### config.mk
export PLATFORM = sky130hd
export DESIGN_NAME = megnetic_freq_sched
export DESIGN_NICKNAME = d
export VERILOG_FILES = /design/src/rtl/megnetic_freq_sched.sv
export SDC_FILE = /design/constraint.sdc
export NUM_CORES = 1
export LEC_CHECK = 0
export CAP_MARGIN = 20
export CORE_ASPECT_RATIO = 1.25
export CORE_MARGIN = 2
export CORE_UTILIZATION = 55
export CTS_BUF_LIST = sky130_fd_sc_hd__clkbuf_8
export DETAILED_ROUTE_END_ITERATION = 10
export GPL_TIMING_DRIVEN = 0
export PLACE_DENSITY = 0.83
export RECOVER_POWER = 50
export SYNTH_ARGS = -nofsm -noshare
export SYNTH_HDL_FRONTEND = slang
export SYNTH_SLANG_ARGS = --single-unit
### constraint.sdc
create_clock -name clk_100m -period 3 [get_ports clk_100m]
set_input_delay 0.6 -clock clk_100m [delete_from_list [all_inputs] [get_ports clk_100m]]
set_output_delay 0.6 -clock clk_100m [all_outputs]
set_load 0.02 [all_outputs]
### src/rtl/megnetic_freq_sched.sv
// megnetic_freq_sched: gate-window scheduler and per-channel word streamer for the magnetic frequency path
// Ports: clk_100m/log_rst_n clock and async active-low reset; cfg_single/cfg_run start requests;
//        cfg_ch_mask/cfg_interval shadowed per cycle; megnetic_freq packed 5x16 results in;
//        megnetic_freq_en gate out; m_valid/m_ready/m_ch/m_data/m_last word stream;
//        busy/done/cycle_cnt status. All outputs are registered.
module megnetic_freq_sched #(
   parameter int unsigned GATE_CYCLES   = 100000,
   parameter int unsigned SETTLE_CYCLES = 16
) (
   input  logic        clk_100m,
   input  logic        log_rst_n,
   input  logic        cfg_single,
   input  logic        cfg_run,
   input  logic [4:0]  cfg_ch_mask,
   input  logic [31:0] cfg_interval,
   input  logic [79:0] megnetic_freq,
   output logic        megnetic_freq_en,
   output logic        m_valid,
   input  logic        m_ready,
   output logic [2:0]  m_ch,
   output logic [15:0] m_data,
   output logic        m_last,
   output logic        busy,
   output logic        done,
   output logic [15:0] cycle_cnt
);
   typedef enum logic [2:0] {IDLE, GATE, SETTLE, LATCH, SEND, DONE, INTERVAL} state_t;
   state_t      state, state_d;
   logic [31:0] cnt, sh_interval;
   logic [4:0]  sh_mask;
   logic [79:0] snap, bus;
   logic        xfer, load, found, more, m_valid_d, m_last_d;
   logic [2:0]  sel, m_ch_d;
   logic [15:0] m_data_d;
   int          base;

   assign xfer = m_valid & m_ready;

   always_comb begin
      state_d = state;
      case (state)
         IDLE:     state_d = (cfg_single || cfg_run) ? GATE : IDLE;
         GATE:     state_d = (cnt == GATE_CYCLES - 1) ? SETTLE : GATE;
         SETTLE:   state_d = (cnt == SETTLE_CYCLES - 1) ? LATCH : SETTLE;
         LATCH:    state_d = (|sh_mask) ? SEND : DONE;
         SEND:     state_d = (xfer && m_last) ? DONE : SEND;
         DONE:     state_d = cfg_run ? INTERVAL : IDLE;
         INTERVAL: state_d = !cfg_run ? IDLE : (cnt == sh_interval) ? GATE : INTERVAL;
         default:  state_d = IDLE;
      endcase
   end

   // Next word: lowest enabled channel at or above base. In LATCH the snapshot is
   // not yet written, so the first word comes straight from the input bus.
   always_comb begin
      base  = (state == LATCH) ? 0 : int'(m_ch) + 1;
      bus   = (state == LATCH) ? megnetic_freq : snap;
      sel   = '0;
      found = 1'b0;
      more  = 1'b0;
      for (int i = 0; i < 5; i++)
         if (sh_mask[i] && i >= base) begin
            more  = more | found;
            sel   = found ? sel : 3'(i);
            found = 1'b1;
         end
      load      = (state == LATCH && |sh_mask) || (state == SEND && xfer && !m_last);
      m_valid_d = load | (m_valid & ~xfer);
      m_ch_d    = load ? sel : m_ch;
      m_data_d  = load ? bus[{sel, 4'b0000} +: 16] : m_data;
      m_last_d  = load ? !more : m_last;
   end

   always_ff @(posedge clk_100m or negedge log_rst_n)
      if (!log_rst_n) begin
         state            <= IDLE;
         cnt              <= '0;
         sh_mask          <= '0;
         sh_interval      <= '0;
         snap             <= '0;
         megnetic_freq_en <= 1'b0;
         m_valid          <= 1'b0;
         m_ch             <= '0;
         m_data           <= '0;
         m_last           <= 1'b0;
         busy             <= 1'b0;
         done             <= 1'b0;
         cycle_cnt        <= '0;
      end else begin
         state            <= state_d;
         cnt              <= (state_d != state) ? '0 : cnt + 32'd1;
         sh_mask          <= (state_d == GATE && state != GATE) ? cfg_ch_mask : sh_mask;
         sh_interval      <= (state_d == GATE && state != GATE) ? cfg_interval : sh_interval;
         snap             <= (state == LATCH) ? megnetic_freq : snap;
         megnetic_freq_en <= state_d == GATE;
         m_valid          <= m_valid_d;
         m_ch             <= m_ch_d;
         m_data           <= m_data_d;
         m_last           <= m_last_d;
         busy             <= state_d != IDLE;
         done             <= state_d == DONE;
         cycle_cnt        <= cycle_cnt + {15'd0, state_d == DONE};
      end
endmodule

==> impl_metrics.xml, run 1 <==
<?xml version="1.0" encoding="UTF-8"?>
<metrics>
  <group name="placed_design">
    <metric name="gp_routability_congestion" unit="">0.881</metric>
    <metric name="dp_hpwl" unit="um">16400</metric>
    <metric name="port_buffers" unit="">161</metric>
    <metric name="placement_cell_area" unit="mm2">0.0110</metric>
    <metric name="dp_cells" unit="">1254</metric>
  </group>
  <group name="synth">
    <metric name="netlist_top_cells_area" unit="">dfrtp_1 (53%), nand2_1 (9.1%), mux2_4 (5.0%)</metric>
    <metric name="leading_register_cell_type_out_of_synthesis" unit="">dfrtp_1</metric>
    <metric name="synth.most_common_cell" unit="">nand2_1</metric>
    <metric name="synth_top_area_cell" unit="">dfrtp_1</metric>
    <metric name="synth.net_count" unit="">1002</metric>
    <metric name="yosys.area.top_type_share" unit="">0.529</metric>
    <metric name="synth-seq-area-share" unit="">0.529</metric>
    <metric name="synth_top_cells_by_count" unit="">nand2_1 (220), dfrtp_1 (192), xnor2_1 (48)</metric>
    <metric name="synth.cell_area" unit="mm2">0.00909</metric>
    <metric name="syn-mean-instance-area" unit="um2">10.4</metric>
    <metric name="synth-async-reset-ratio" unit="">1.00</metric>
    <metric name="post_synth_edffs" unit="">0</metric>
    <metric name="yosys_warnings" unit="">0</metric>
    <metric name="synthCells" unit="">876</metric>
    <metric name="synth_cell_types" unit="">54</metric>
    <metric name="synth.ff_latch_count" unit="">192</metric>
  </group>
  <group name="drt">
    <metric name="post-route-drc-count" unit="">0</metric>
    <metric name="wl_per_cell" unit="um">17.2</metric>
    <metric name="drt_wl_total" unit="um">22100</metric>
    <metric name="drt.antenna.violating_nets" unit="">0</metric>
    <metric name="average_via_count_per_standard_cell" unit="">5.53</metric>
    <metric name="detailedRoute.firstIterationViolations" unit="">474</metric>
    <metric name="drt_first_pass_iters" unit="">5</metric>
    <metric name="vias" unit="">7113</metric>
  </group>
  <group name="global_route">
    <metric name="initial_antenna_violation_count" unit="">0</metric>
    <metric name="globalRouteTotalUtil" unit="">0.266</metric>
    <metric name="number_of_global_route_vias_before_repair" unit="">7159</metric>
    <metric name="grt_max_degree" unit="">102</metric>
    <metric name="grt_overflow" unit="">0</metric>
    <metric name="grt_first_pass_wirelength" unit="um">36300</metric>
  </group>
  <group name="final_layout">
    <metric name="stdcell_area" unit="mm2">0.0114</metric>
    <metric name="final_core_utilization" unit="">0.706</metric>
    <metric name="final_cells" unit="">1286</metric>
    <metric name="nNetsFinal" unit="">1183</metric>
    <metric name="fillCellCount" unit="">1199</metric>
    <metric name="syn2layout_area_growth" unit="%">25.9</metric>
    <metric name="post_route_cells_drive_above_1_share" unit="">0.100</metric>
    <metric name="antenna_cells" unit="">0</metric>
  </group>
  <group name="clock_tree">
    <metric name="cts_htree_levels" unit="">4</metric>
    <metric name="postCtsSetupRepairBufs" unit="">0</metric>
    <metric name="clock_sink_count" unit="">192</metric>
    <metric name="cts_tree" unit="">built</metric>
    <metric name="clk_root_buffer_cell" unit="">clkbuf_8</metric>
    <metric name="cts.clk_slew.worst_paths" unit="ns">0.09</metric>
    <metric name="numCtsBuffers" unit="">17</metric>
    <metric name="clock_insertion_delay_worst_skew" unit="ns">0.48</metric>
    <metric name="ctsLongestPathBuffers" unit="">2</metric>
  </group>
  <group name="power">
    <metric name="cellPowerDensity" unit="mW/mm2">508</metric>
    <metric name="seqPwrFrac" unit="">0.512</metric>
    <metric name="power_leakage" unit="nW">5.00</metric>
    <metric name="peak_vdd_ir" unit="V">0.000358</metric>
    <metric name="power_switching_share" unit="">0.274</metric>
    <metric name="power.internal" unit="mW">4.22</metric>
    <metric name="power_frac_clock" unit="">0.312</metric>
    <metric name="power.share.combinational" unit="">0.176</metric>
    <metric name="p_switching" unit="mW">1.59</metric>
  </group>
  <group name="sta">
    <metric name="final_hold_violation_count" unit="">0</metric>
    <metric name="hold_ws" unit="ns">0.472</metric>
    <metric name="worst-slew-pin-transition" unit="ns">2.49</metric>
    <metric name="rsz_0062_raised_after_global_routing" unit="">false</metric>
    <metric name="timing_max_transition_violations_final" unit="">101</metric>
    <metric name="final_min_period_over_clock_period" unit="">0.947</metric>
    <metric name="timing.clock.skew" unit="ns">0.0119</metric>
    <metric name="maxSlewHeadroom" unit="">-0.662</metric>
    <metric name="fin_crit" unit="ns">2.84</metric>
    <metric name="finalSetupViolations" unit="">0</metric>
    <metric name="max_freq" unit="MHz">352</metric>
  </group>
  <group name="floorplan">
    <metric name="die_width" unit="um">119</metric>
    <metric name="floorplan.io_pins" unit="">162</metric>
    <metric name="initial_core_util" unit="">0.561</metric>
    <metric name="fp.dieArea" unit="mm2">0.0176</metric>
    <metric name="rows" unit="">52</metric>
    <metric name="coreArea" unit="mm2">0.0162</metric>
    <metric name="die_h" unit="um">148</metric>
  </group>
  <group name="setup_path">
    <metric name="worst-endpoint-arrival" unit="ns">3.20</metric>
    <metric name="worstSetupEndpointType" unit="">register</metric>
    <metric name="worstSetupStartpointType" unit="">register</metric>
    <metric name="critical_path_class" unit="">register to register</metric>
    <metric name="crit_path_max_fanout" unit="">10</metric>
    <metric name="cp.required" unit="ns">3.36</metric>
  </group>
  <group name="outcome">
    <metric name="result_of_the_run" unit="">complete, but fails checks</metric>
    <metric name="violations" unit="">max-capacitance violations, max-slew violations</metric>
  </group>
  <group name="hold_path">
    <metric name="hp-class" unit="">register to register</metric>
  </group>
  <group name="flow_run">
    <metric name="maxCapViolCount" unit="">1</metric>
  </group>
</metrics>
worst paths after layout:
kind,slack [ns],from,end,cells past startpoint
min in group asynchronous,0.84,log_rst_n,snap[52],1
max in group asynchronous,0.67,log_rst_n,sh_interval[14],1
setup reg to reg,0.16,state[1],sh_interval[31],9
hold reg to reg,0.47,cycle_cnt[15],cycle_cnt[15],1
setup / recovery,0.16,state[1],sh_interval[31],9
hold / removal,0.47,cycle_cnt[15],cycle_cnt[15],1
cells by family (layout without fill, tap and decap cells):
logic type	count (synthesis)	in the layout	synth area share
adders and majority gates	4	4	0.00551
xor gates and xnor gates	76	76	0.0732
DFF	192	192	0.529
muxes	72	72	0.0979
AOI/OAI and AO/OA	117	117	0.0891
and+or+nand+nor	345	345	0.172
buffers and inverters	70	264	0.0337
power by group through the flow:
stage          clock [mW]  sequential, mW  combinational, mW
5_1_grt              1.94            3.00               1.11
6_report             1.81            2.97               1.02
2_1_floorplan           0            2.96              0.641
3_3_place_gp            0            3.01              0.990
4_1_cts              1.83            2.97               1.03
3_5_place_dp            0            3.02               1.02
worst max-delay path: stages (launching register included):
cell and delay [ns]:
dfrtp_1 0.35, buf_2 0.20, nand3b_1 0.34, or4_4 0.61
o211ai_2 0.12, nor2_2 0.09, a221o_1 0.37, buf_6 0.17
buf_6 0.17, mux2_4 0.31
state kept, by name (all words and copies together) (netlist names), 3 cells and up:
name / flops
cnt: 32
snap: 80
sh_mask: 5
state: 3
m_ch: 3
m_data: 16
sh_interval: 32
cycle_cnt: 16
routing by layer:
| metal | part of all wire | track usage | routed length, um |
|---|---|---|---|
| met5 | 0 | 0 | 0 |
| met4 | 0.041 | 0.121 | 906 |
| met3 | 0.049 | 0.0586 | 1090 |
| met2 | 0.50 | 0.440 | 11100 |
| met1 | 0.41 | 0.335 | 9030 |
per-stage QoR:
step	worst slack, ns	power (mW)	TNS [ns]
floorplan	0.536	3.60	0
global placement	-6.42	4.00	-1229.33
detailed placement	0.0502	4.04	0
CTS	0.0158	5.83	0
global route	0.0194	6.05	0
finish	0.159	5.81	0
cell usage in the layout, fill, tap and decap left out, drive strengths merged, types with 5 or more instances in the layout:
cell type      synthesis  layout
inv                   23      27
a21oi                 35      35
nor2                  16      16
mux2i                 27      27
nand4                 23      23
buf                   20      15
o21ai                  8       8
a22oi                  9       9
clkdlybuf4s50          0     160
nand3                 32      32
nor3                   8       8
nand2                220     220
a2bb2oi                8       8
dfrtp                192     192
and2                   5       5
and3                   9       9
xor2                  28      28
clkbuf                27      52
o211ai                30      30
mux2                  45      45
nor4                  10      10
xnor2                 48      48
and4                   7       7
final cells by class:
cell class | count | area, um2 | area share
Sequential cell | 192 | 4800 | 0.420
Inverter | 23 | 86.3 | 0.00755
Multi-Input combinational cell | 614 | 3990 | 0.349
Tap cell | 216 | 270 | 0.0236
Clock inverter | 14 | 180 | 0.0158
Timing Repair Buffer | 162 | 1630 | 0.143
Buffer | 47 | 226 | 0.0198
Clock buffer | 18 | 248 | 0.0217
repair_timing:
action | in CTS | in global routing
hold buffers | 0 | 0
endpoints found under the setup margin | 1 | 54
resized for setup | 1 | 10
Note: power is estimated with default switching activity, not from simulation.
==> inputs of run 2 (changes only) <==
Settings changed: GPL_TIMING_DRIVEN 0 to not set, SKIP_LAST_GASP set to 1.
==> run 2 against run 1 <==
  * Register-to-register slack gained 0.11 ns
  * Count of clock-buffer cells in the layout increased by 2
  * Sequential share of layout area grew 0.15 points
  * Setup slack improved by 0.11 ns
  * Critical path depth fell by 3
  * Via count is 1.5% lower
  * The run still ends with max-capacitance violations, max-slew violations left
  * Clock power about the same
  * First-iteration DRC count up 2.7%
  * Power grew 0.28%
==> impl_metrics.xml, run 2 (synthesis gave the netlist of run 1 again) <==
<?xml version="1.0" encoding="UTF-8"?>
<metrics>
  <group name="outcome">
    <metric name="result_of_the_run" unit="">complete, but fails checks</metric>
    <metric name="violations" unit="">max-capacitance violations, max-slew violations</metric>
  </group>
  <group name="final_layout">
    <metric name="largest_register_ffs" unit="">80</metric>
    <metric name="final_common_cell" unit="">nand2_1</metric>
    <metric name="syn2layout_area_growth" unit="%">25.4</metric>
    <metric name="final_core_utilization" unit="">0.704</metric>
    <metric name="fillCellCount" unit="">1167</metric>
    <metric name="registers.top_by_ff_count" unit="">snap</metric>
    <metric name="nNetsFinal" unit="">1157</metric>
    <metric name="post_route_cells_drive_above_1_share" unit="">0.105</metric>
    <metric name="reg.largest.list" unit="">snap x80, cnt x32, sh_interval x32</metric>
    <metric name="stdcell_area" unit="mm2">0.0114</metric>
    <metric name="register_area" unit="mm2">0.00480</metric>
    <metric name="layout_common_cells" unit="">nand2_1 (220), dfrtp_1 (192), clkdlybuf4s50_1 (160), xnor2_1 (48), a21oi_1 (35)</metric>
    <metric name="multiInputGateArea" unit="mm2">0.00398</metric>
  </group>
  <group name="sta">
    <metric name="setup_slack" unit="ns">0.268</metric>
    <metric name="worst-slew-pin-transition" unit="ns">1.56</metric>
    <metric name="timing.clock.skew" unit="ns">0.0138</metric>
    <metric name="maxSlewHeadroom" unit="">-0.0375</metric>
    <metric name="totalNegativeSetupSlack" unit="ns">0</metric>
    <metric name="finalSetupViolations" unit="">0</metric>
    <metric name="rsz_0062_raised_after_global_routing" unit="">false</metric>
    <metric name="final_min_period_over_clock_period" unit="">0.911</metric>
    <metric name="final_hold_violation_count" unit="">0</metric>
    <metric name="fin_crit" unit="ns">2.73</metric>
    <metric name="max_freq" unit="MHz">366</metric>
    <metric name="timing_max_transition_violations_final" unit="">62</metric>
  </group>
  <group name="drt">
    <metric name="drt_first_pass_iters" unit="">7</metric>
    <metric name="detailedRoute.firstIterationViolations" unit="">487</metric>
    <metric name="post-route-drc-count" unit="">0</metric>
    <metric name="wl_per_cell" unit="um">16.9</metric>
    <metric name="average_via_count_per_standard_cell" unit="">5.56</metric>
    <metric name="vias" unit="">7007</metric>
    <metric name="drt_wl_total" unit="um">21300</metric>
    <metric name="drt.antenna.violating_nets" unit="">0</metric>
  </group>
  <group name="clock_tree">
    <metric name="numCtsBuffers" unit="">17</metric>
    <metric name="cts_hold_buf" unit="">0</metric>
    <metric name="post_cts_resize_count" unit="">0</metric>
    <metric name="clock_sink_count" unit="">192</metric>
    <metric name="clock_insertion_delay_worst_skew" unit="ns">0.47</metric>
    <metric name="postCtsSetupRepairBufs" unit="">0</metric>
    <metric name="cts_tree" unit="">built</metric>
    <metric name="ctsLongestPathBuffers" unit="">2</metric>
    <metric name="clk_root_buffer_cell" unit="">clkbuf_8</metric>
    <metric name="cts_htree_levels" unit="">4</metric>
    <metric name="cts.clk_slew.worst_paths" unit="ns">0.09</metric>
  </group>
  <group name="floorplan">
    <metric name="rows" unit="">52</metric>
    <metric name="initial_core_util" unit="">0.561</metric>
    <metric name="die_width" unit="um">119</metric>
    <metric name="fp.dieArea" unit="mm2">0.0176</metric>
    <metric name="die_h" unit="um">148</metric>
    <metric name="coreArea" unit="mm2">0.0162</metric>
    <metric name="floorplan.io_pins" unit="">162</metric>
  </group>
  <group name="setup_path">
    <metric name="crit_path_max_fanout" unit="">6</metric>
    <metric name="worst-endpoint-arrival" unit="ns">3.06</metric>
    <metric name="worstSetupStartpointType" unit="">register</metric>
    <metric name="cp.required" unit="ns">3.33</metric>
    <metric name="worstSetupEndpointType" unit="">register</metric>
    <metric name="critical_path_class" unit="">register to register</metric>
  </group>
  <group name="placed_design">
    <metric name="gp_routability_congestion" unit="">0.916</metric>
    <metric name="placement.setup.worst_slack" unit="ns">0.278</metric>
    <metric name="port_buffers" unit="">161</metric>
    <metric name="dp_hpwl" unit="um">15300</metric>
    <metric name="placement_cell_area" unit="mm2">0.0110</metric>
  </group>
  <group name="global_route">
    <metric name="grt_max_degree" unit="">72</metric>
    <metric name="number_of_global_route_vias_before_repair" unit="">6981</metric>
    <metric name="grt_first_pass_wirelength" unit="um">35300</metric>
    <metric name="initial_antenna_violation_count" unit="">1</metric>
    <metric name="globalRouteTotalUtil" unit="">0.253</metric>
    <metric name="grt_overflow" unit="">0</metric>
  </group>
  <group name="hold_path">
    <metric name="hp-class" unit="">register to register</metric>
  </group>
  <group name="power">
    <metric name="power_leakage" unit="nW">5.00</metric>
    <metric name="peak_vdd_ir" unit="V">0.000364</metric>
    <metric name="cellPowerDensity" unit="mW/mm2">511</metric>
  </group>
  <group name="flow_run">
    <metric name="maxCapViolCount" unit="">1</metric>
  </group>
</metrics>
run 2: cell types whose count changed in the layout (fill, tap and decap cells not counted), sizes merged:
| cell | previous run | this run |
|---|---|---|
| clkinv | 4 | 3 |
| buf | 15 | 20 |
| diode | 0 | 1 |
| inv | 27 | 28 |
| clkbuf | 52 | 23 |
| clkinvlp | 3 | 1 |
run 2: layout make-up:
class                   instances  share of cell area
diodes                          1            0.000220
clock buffers                  20              0.0242
clock inverters                12              0.0149
inverters                      23             0.00757
multi-input cells             614               0.349
flip-flops and latches        192               0.422
well taps                     216              0.0237
repair buffers                183               0.159
run 2: per-stage QoR:
stage               std cells  hold slack [ns]  power (mW)
floorplan                 876            0.304        3.60
global placement         1228            0.447        4.00
detailed placement       1228            0.455        4.04
CTS                      1260            0.101        5.86
global route             1261            0.485        6.07
finish                   1261            0.474        5.82
run 2: path summary, 6_finish.rpt:
| path | startpoint | to | slack [ns] | cells after the start |
|---|---|---|---|---|
| setup / recovery | cnt[27] | busy | 0.27 | 6 |
| hold / removal | snap[25] | snap[25] | 0.47 | 2 |
| setup reg to reg | cnt[27] | busy | 0.27 | 6 |
| hold reg to reg | snap[25] | snap[25] | 0.47 | 2 |
| max in group asynchronous | log_rst_n | snap[5] | 0.70 | 2 |
| min in group asynchronous | log_rst_n | snap[0] | 0.48 | 1 |
run 2: power breakdown:
part	leakage (nW)	internal [mW]	switching [mW]
clock	0.223	0.912	0.926
combinational	2.64	0.578	0.394
sequential	2.14	2.78	0.239
total	5.00	4.27	1.56
run 2: critical path, cell delays in order, from the launching register on:
cell	delay (ns)
dfrtp_1	0.46
nor4_1	0.58
nand4_1	0.25
nor3_1	0.29
nor4_1	0.12
nor3_1	0.28
or4b_2	0.62
run 2: per-layer routing:
metal / vias up / part of all wire / track usage
met5: - / 0 / 0
met3: 48 / 0.047 / 0.0390
met4: 0 / 0.035 / 0.116
met2: 232 / 0.50 / 0.419
li1: 3328 / - / -
met1: 3399 / 0.42 / 0.331
==> inputs of run 3 (changes only) <==
==> constraint.sdc (replaced) <==
create_clock -name clk_100m -period 3 [get_ports clk_100m]
set_input_delay 0.6 -clock clk_100m [delete_from_list [all_inputs] [get_ports clk_100m]]
set_output_delay 0.6 -clock clk_100m [all_outputs]
set_load 0.1 [all_outputs]
==> run 3 against run 2 <==
  * The run still ends with max-capacitance violations, max-slew violations left
  * Count of clock-buffer cells in the layout decreased by 2
  * Non-clock buffer count increased by 3
  * Global-route usage decreased by 0.45 points
  * Critical path depth increased by 1
  * Critical path type unchanged
  * Critical endpoint is now sh_interval[18]
  * Combinational power increased by 5%
  * Power decreased by 4.7%
==> impl_metrics.xml, run 3 (synthesis gave the netlist of run 1 again) <==
<?xml version="1.0" encoding="UTF-8"?>
<metrics>
  <group name="sta">
    <metric name="rsz_0062_raised_after_global_routing" unit="">false</metric>
    <metric name="fin_crit" unit="ns">2.81</metric>
    <metric name="final_hold_violation_count" unit="">0</metric>
    <metric name="finalSetupViolations" unit="">0</metric>
    <metric name="worst-slew-pin-transition" unit="ns">1.51</metric>
    <metric name="setup_slack" unit="ns">0.188</metric>
    <metric name="maxSlewHeadroom" unit="">-0.00880</metric>
    <metric name="timing.clock.skew" unit="ns">0.0142</metric>
    <metric name="timing_max_transition_violations_final" unit="">63</metric>
    <metric name="hold_ws" unit="ns">0.472</metric>
    <metric name="max_freq" unit="MHz">356</metric>
    <metric name="final_min_period_over_clock_period" unit="">0.937</metric>
    <metric name="totalNegativeSetupSlack" unit="ns">0</metric>
  </group>
  <group name="floorplan">
    <metric name="floorplan.io_pins" unit="">162</metric>
    <metric name="coreArea" unit="mm2">0.0162</metric>
    <metric name="fp.dieArea" unit="mm2">0.0176</metric>
    <metric name="rows" unit="">52</metric>
    <metric name="die_h" unit="um">148</metric>
    <metric name="die_width" unit="um">119</metric>
    <metric name="initial_core_util" unit="">0.561</metric>
  </group>
  <group name="setup_path">
    <metric name="cp.required" unit="ns">3.36</metric>
    <metric name="worstSetupEndpointType" unit="">register</metric>
    <metric name="critical_path_class" unit="">register to register</metric>
    <metric name="crit_path_max_fanout" unit="">32</metric>
    <metric name="worstSetupStartpointType" unit="">register</metric>
    <metric name="worst-endpoint-arrival" unit="ns">3.17</metric>
  </group>
  <group name="power">
    <metric name="cellPowerDensity" unit="mW/mm2">496</metric>
    <metric name="peak_vdd_ir" unit="V">0.000421</metric>
    <metric name="power_leakage" unit="nW">4.98</metric>
  </group>
  <group name="outcome">
    <metric name="result_of_the_run" unit="">complete, but fails checks</metric>
    <metric name="violations" unit="">max-capacitance violations, max-slew violations</metric>
  </group>
  <group name="drt">
    <metric name="drt.antenna.violating_nets" unit="">0</metric>
    <metric name="wl_per_cell" unit="um">16.6</metric>
    <metric name="drt_first_pass_iters" unit="">5</metric>
    <metric name="average_via_count_per_standard_cell" unit="">5.53</metric>
    <metric name="post-route-drc-count" unit="">0</metric>
    <metric name="detailedRoute.firstIterationViolations" unit="">536</metric>
    <metric name="vias" unit="">6989</metric>
    <metric name="drt_wl_total" unit="um">21000</metric>
  </group>
  <group name="clock_tree">
    <metric name="cts_htree_levels" unit="">4</metric>
    <metric name="clock_insertion_delay_worst_skew" unit="ns">0.47</metric>
    <metric name="cts_tree" unit="">built</metric>
    <metric name="clk_root_buffer_cell" unit="">clkbuf_8</metric>
    <metric name="cts.clk_slew.worst_paths" unit="ns">0.10</metric>
    <metric name="ctsLongestPathBuffers" unit="">2</metric>
    <metric name="cts_hold_buf" unit="">0</metric>
    <metric name="clock_sink_count" unit="">192</metric>
    <metric name="numCtsBuffers" unit="">17</metric>
  </group>
  <group name="placed_design">
    <metric name="gp_routability_congestion" unit="">0.896</metric>
    <metric name="dp_cells" unit="">1231</metric>
    <metric name="dp_hpwl" unit="um">15200</metric>
    <metric name="placement.setup.worst_slack" unit="ns">0.193</metric>
    <metric name="port_buffers" unit="">161</metric>
  </group>
  <group name="global_route">
    <metric name="grt_first_pass_wirelength" unit="um">34700</metric>
    <metric name="globalRouteMet1Util" unit="">0.319</metric>
    <metric name="globalRouteTotalUtil" unit="">0.249</metric>
    <metric name="grt_overflow" unit="">0</metric>
    <metric name="grt.met2_usage" unit="">0.403</metric>
    <metric name="groute.layer.met3.usage" unit="">0.0463</metric>
    <metric name="busiest_layer" unit="">met2</metric>
    <metric name="number_of_global_route_vias_before_repair" unit="">7058</metric>
    <metric name="initial_antenna_violation_count" unit="">0</metric>
    <metric name="grt_max_degree" unit="">68</metric>
  </group>
  <group name="hold_path">
    <metric name="hp-class" unit="">primary input to asynchronous set/reset pin</metric>
  </group>
  <group name="final_layout">
    <metric name="antenna_cells" unit="">0</metric>
    <metric name="fillCellCount" unit="">1205</metric>
    <metric name="post_route_cells_drive_above_1_share" unit="">0.139</metric>
    <metric name="syn2layout_area_growth" unit="%">23.3</metric>
    <metric name="registers.top_by_ff_count" unit="">snap</metric>
    <metric name="layout_common_cells" unit="">nand2_1 (220), dfrtp_1 (192), clkdlybuf4s50_1 (120), buf_4 (53), xnor2_1 (48)</metric>
    <metric name="nNetsFinal" unit="">1160</metric>
    <metric name="multiInputGateArea" unit="mm2">0.00399</metric>
    <metric name="final_common_cell" unit="">nand2_1</metric>
    <metric name="final_cells" unit="">1263</metric>
    <metric name="register_area" unit="mm2">0.00480</metric>
    <metric name="largest_register_ffs" unit="">80</metric>
    <metric name="reg.largest.list" unit="">snap x80, cnt x32, sh_interval x32</metric>
  </group>
  <group name="flow_run">
    <metric name="maxCapViolCount" unit="">1</metric>
  </group>
</metrics>
-- run 3: changes by cell type in the layout (fill, tap and decap cells not counted), moves of 2 or more --
| cell | change |
|---|---|
| clkbuf_1 | +7 |
| clkinv_2 | +2 |
| bufinv_16 | -3 |
| clkbuf_8 | -2 |
| clkinvlp_4 | +2 |
| clkdlybuf4s50_1 | -40 |
| buf_4 | +36 |
-- run 3: layer usage --
metal,up-vias,part of all wire
li1,3316,-
met1,3381,0.43
met2,229,0.48
met3,63,0.041
met4,0,0.048
met5,-,0
-- run 3: layout make-up --
class                   instances  share of cell area
clock buffers                  18              0.0221
inverters                      23             0.00770
flip-flops and latches        192               0.429
clock inverters                14             0.00971
well taps                     216              0.0241
repair buffers                186               0.152
multi-input cells             614               0.356
-- run 3: repair_timing --
action / CTS / global route
setup endpoints to repair: 0 / 24
buffers inserted: 0 / 0
resized for setup: 0 / 1
-- run 3: worst paths after layout --
path | from | end | slack (ns) | depth (start not counted)
max | cnt[27] | sh_interval[18] | 0.19 | 7
min in group clk_100m | snap[30] | snap[30] | 0.47 | 2
max in group asynchronous | log_rst_n | snap[49] | 0.80 | 2
min | log_rst_n | m_data[0] | 0.47 | 1
max reg2reg | cnt[27] | sh_interval[18] | 0.19 | 7
min reg2reg | snap[30] | snap[30] | 0.47 | 2
-- run 3: per-stage QoR --
step	power [mW]	area [um2]	utilization
detailed placement	4.06	10900	0.673
global route	5.78	11200	0.692
floorplan	3.61	9090	-
global placement	4.02	10900	0.673
CTS	5.58	11300	0.695
finish	5.55	11200	0.692
-- run 3: worst max-delay path, cell delays in order (launching register included) --
cell     delay, ns
dfrtp_1       0.46
nor4_1        0.59
nand4_1       0.24
nor3_1        0.36
nor2_2        0.10
a221o_2       0.41
buf_12        0.19
mux2_4        0.32
-- run 3: report_power, final --
group	internal, mW	switching (mW)
clock network	0.606	0.941
registers	2.78	0.210
logic	0.591	0.428
total	3.97	1.58
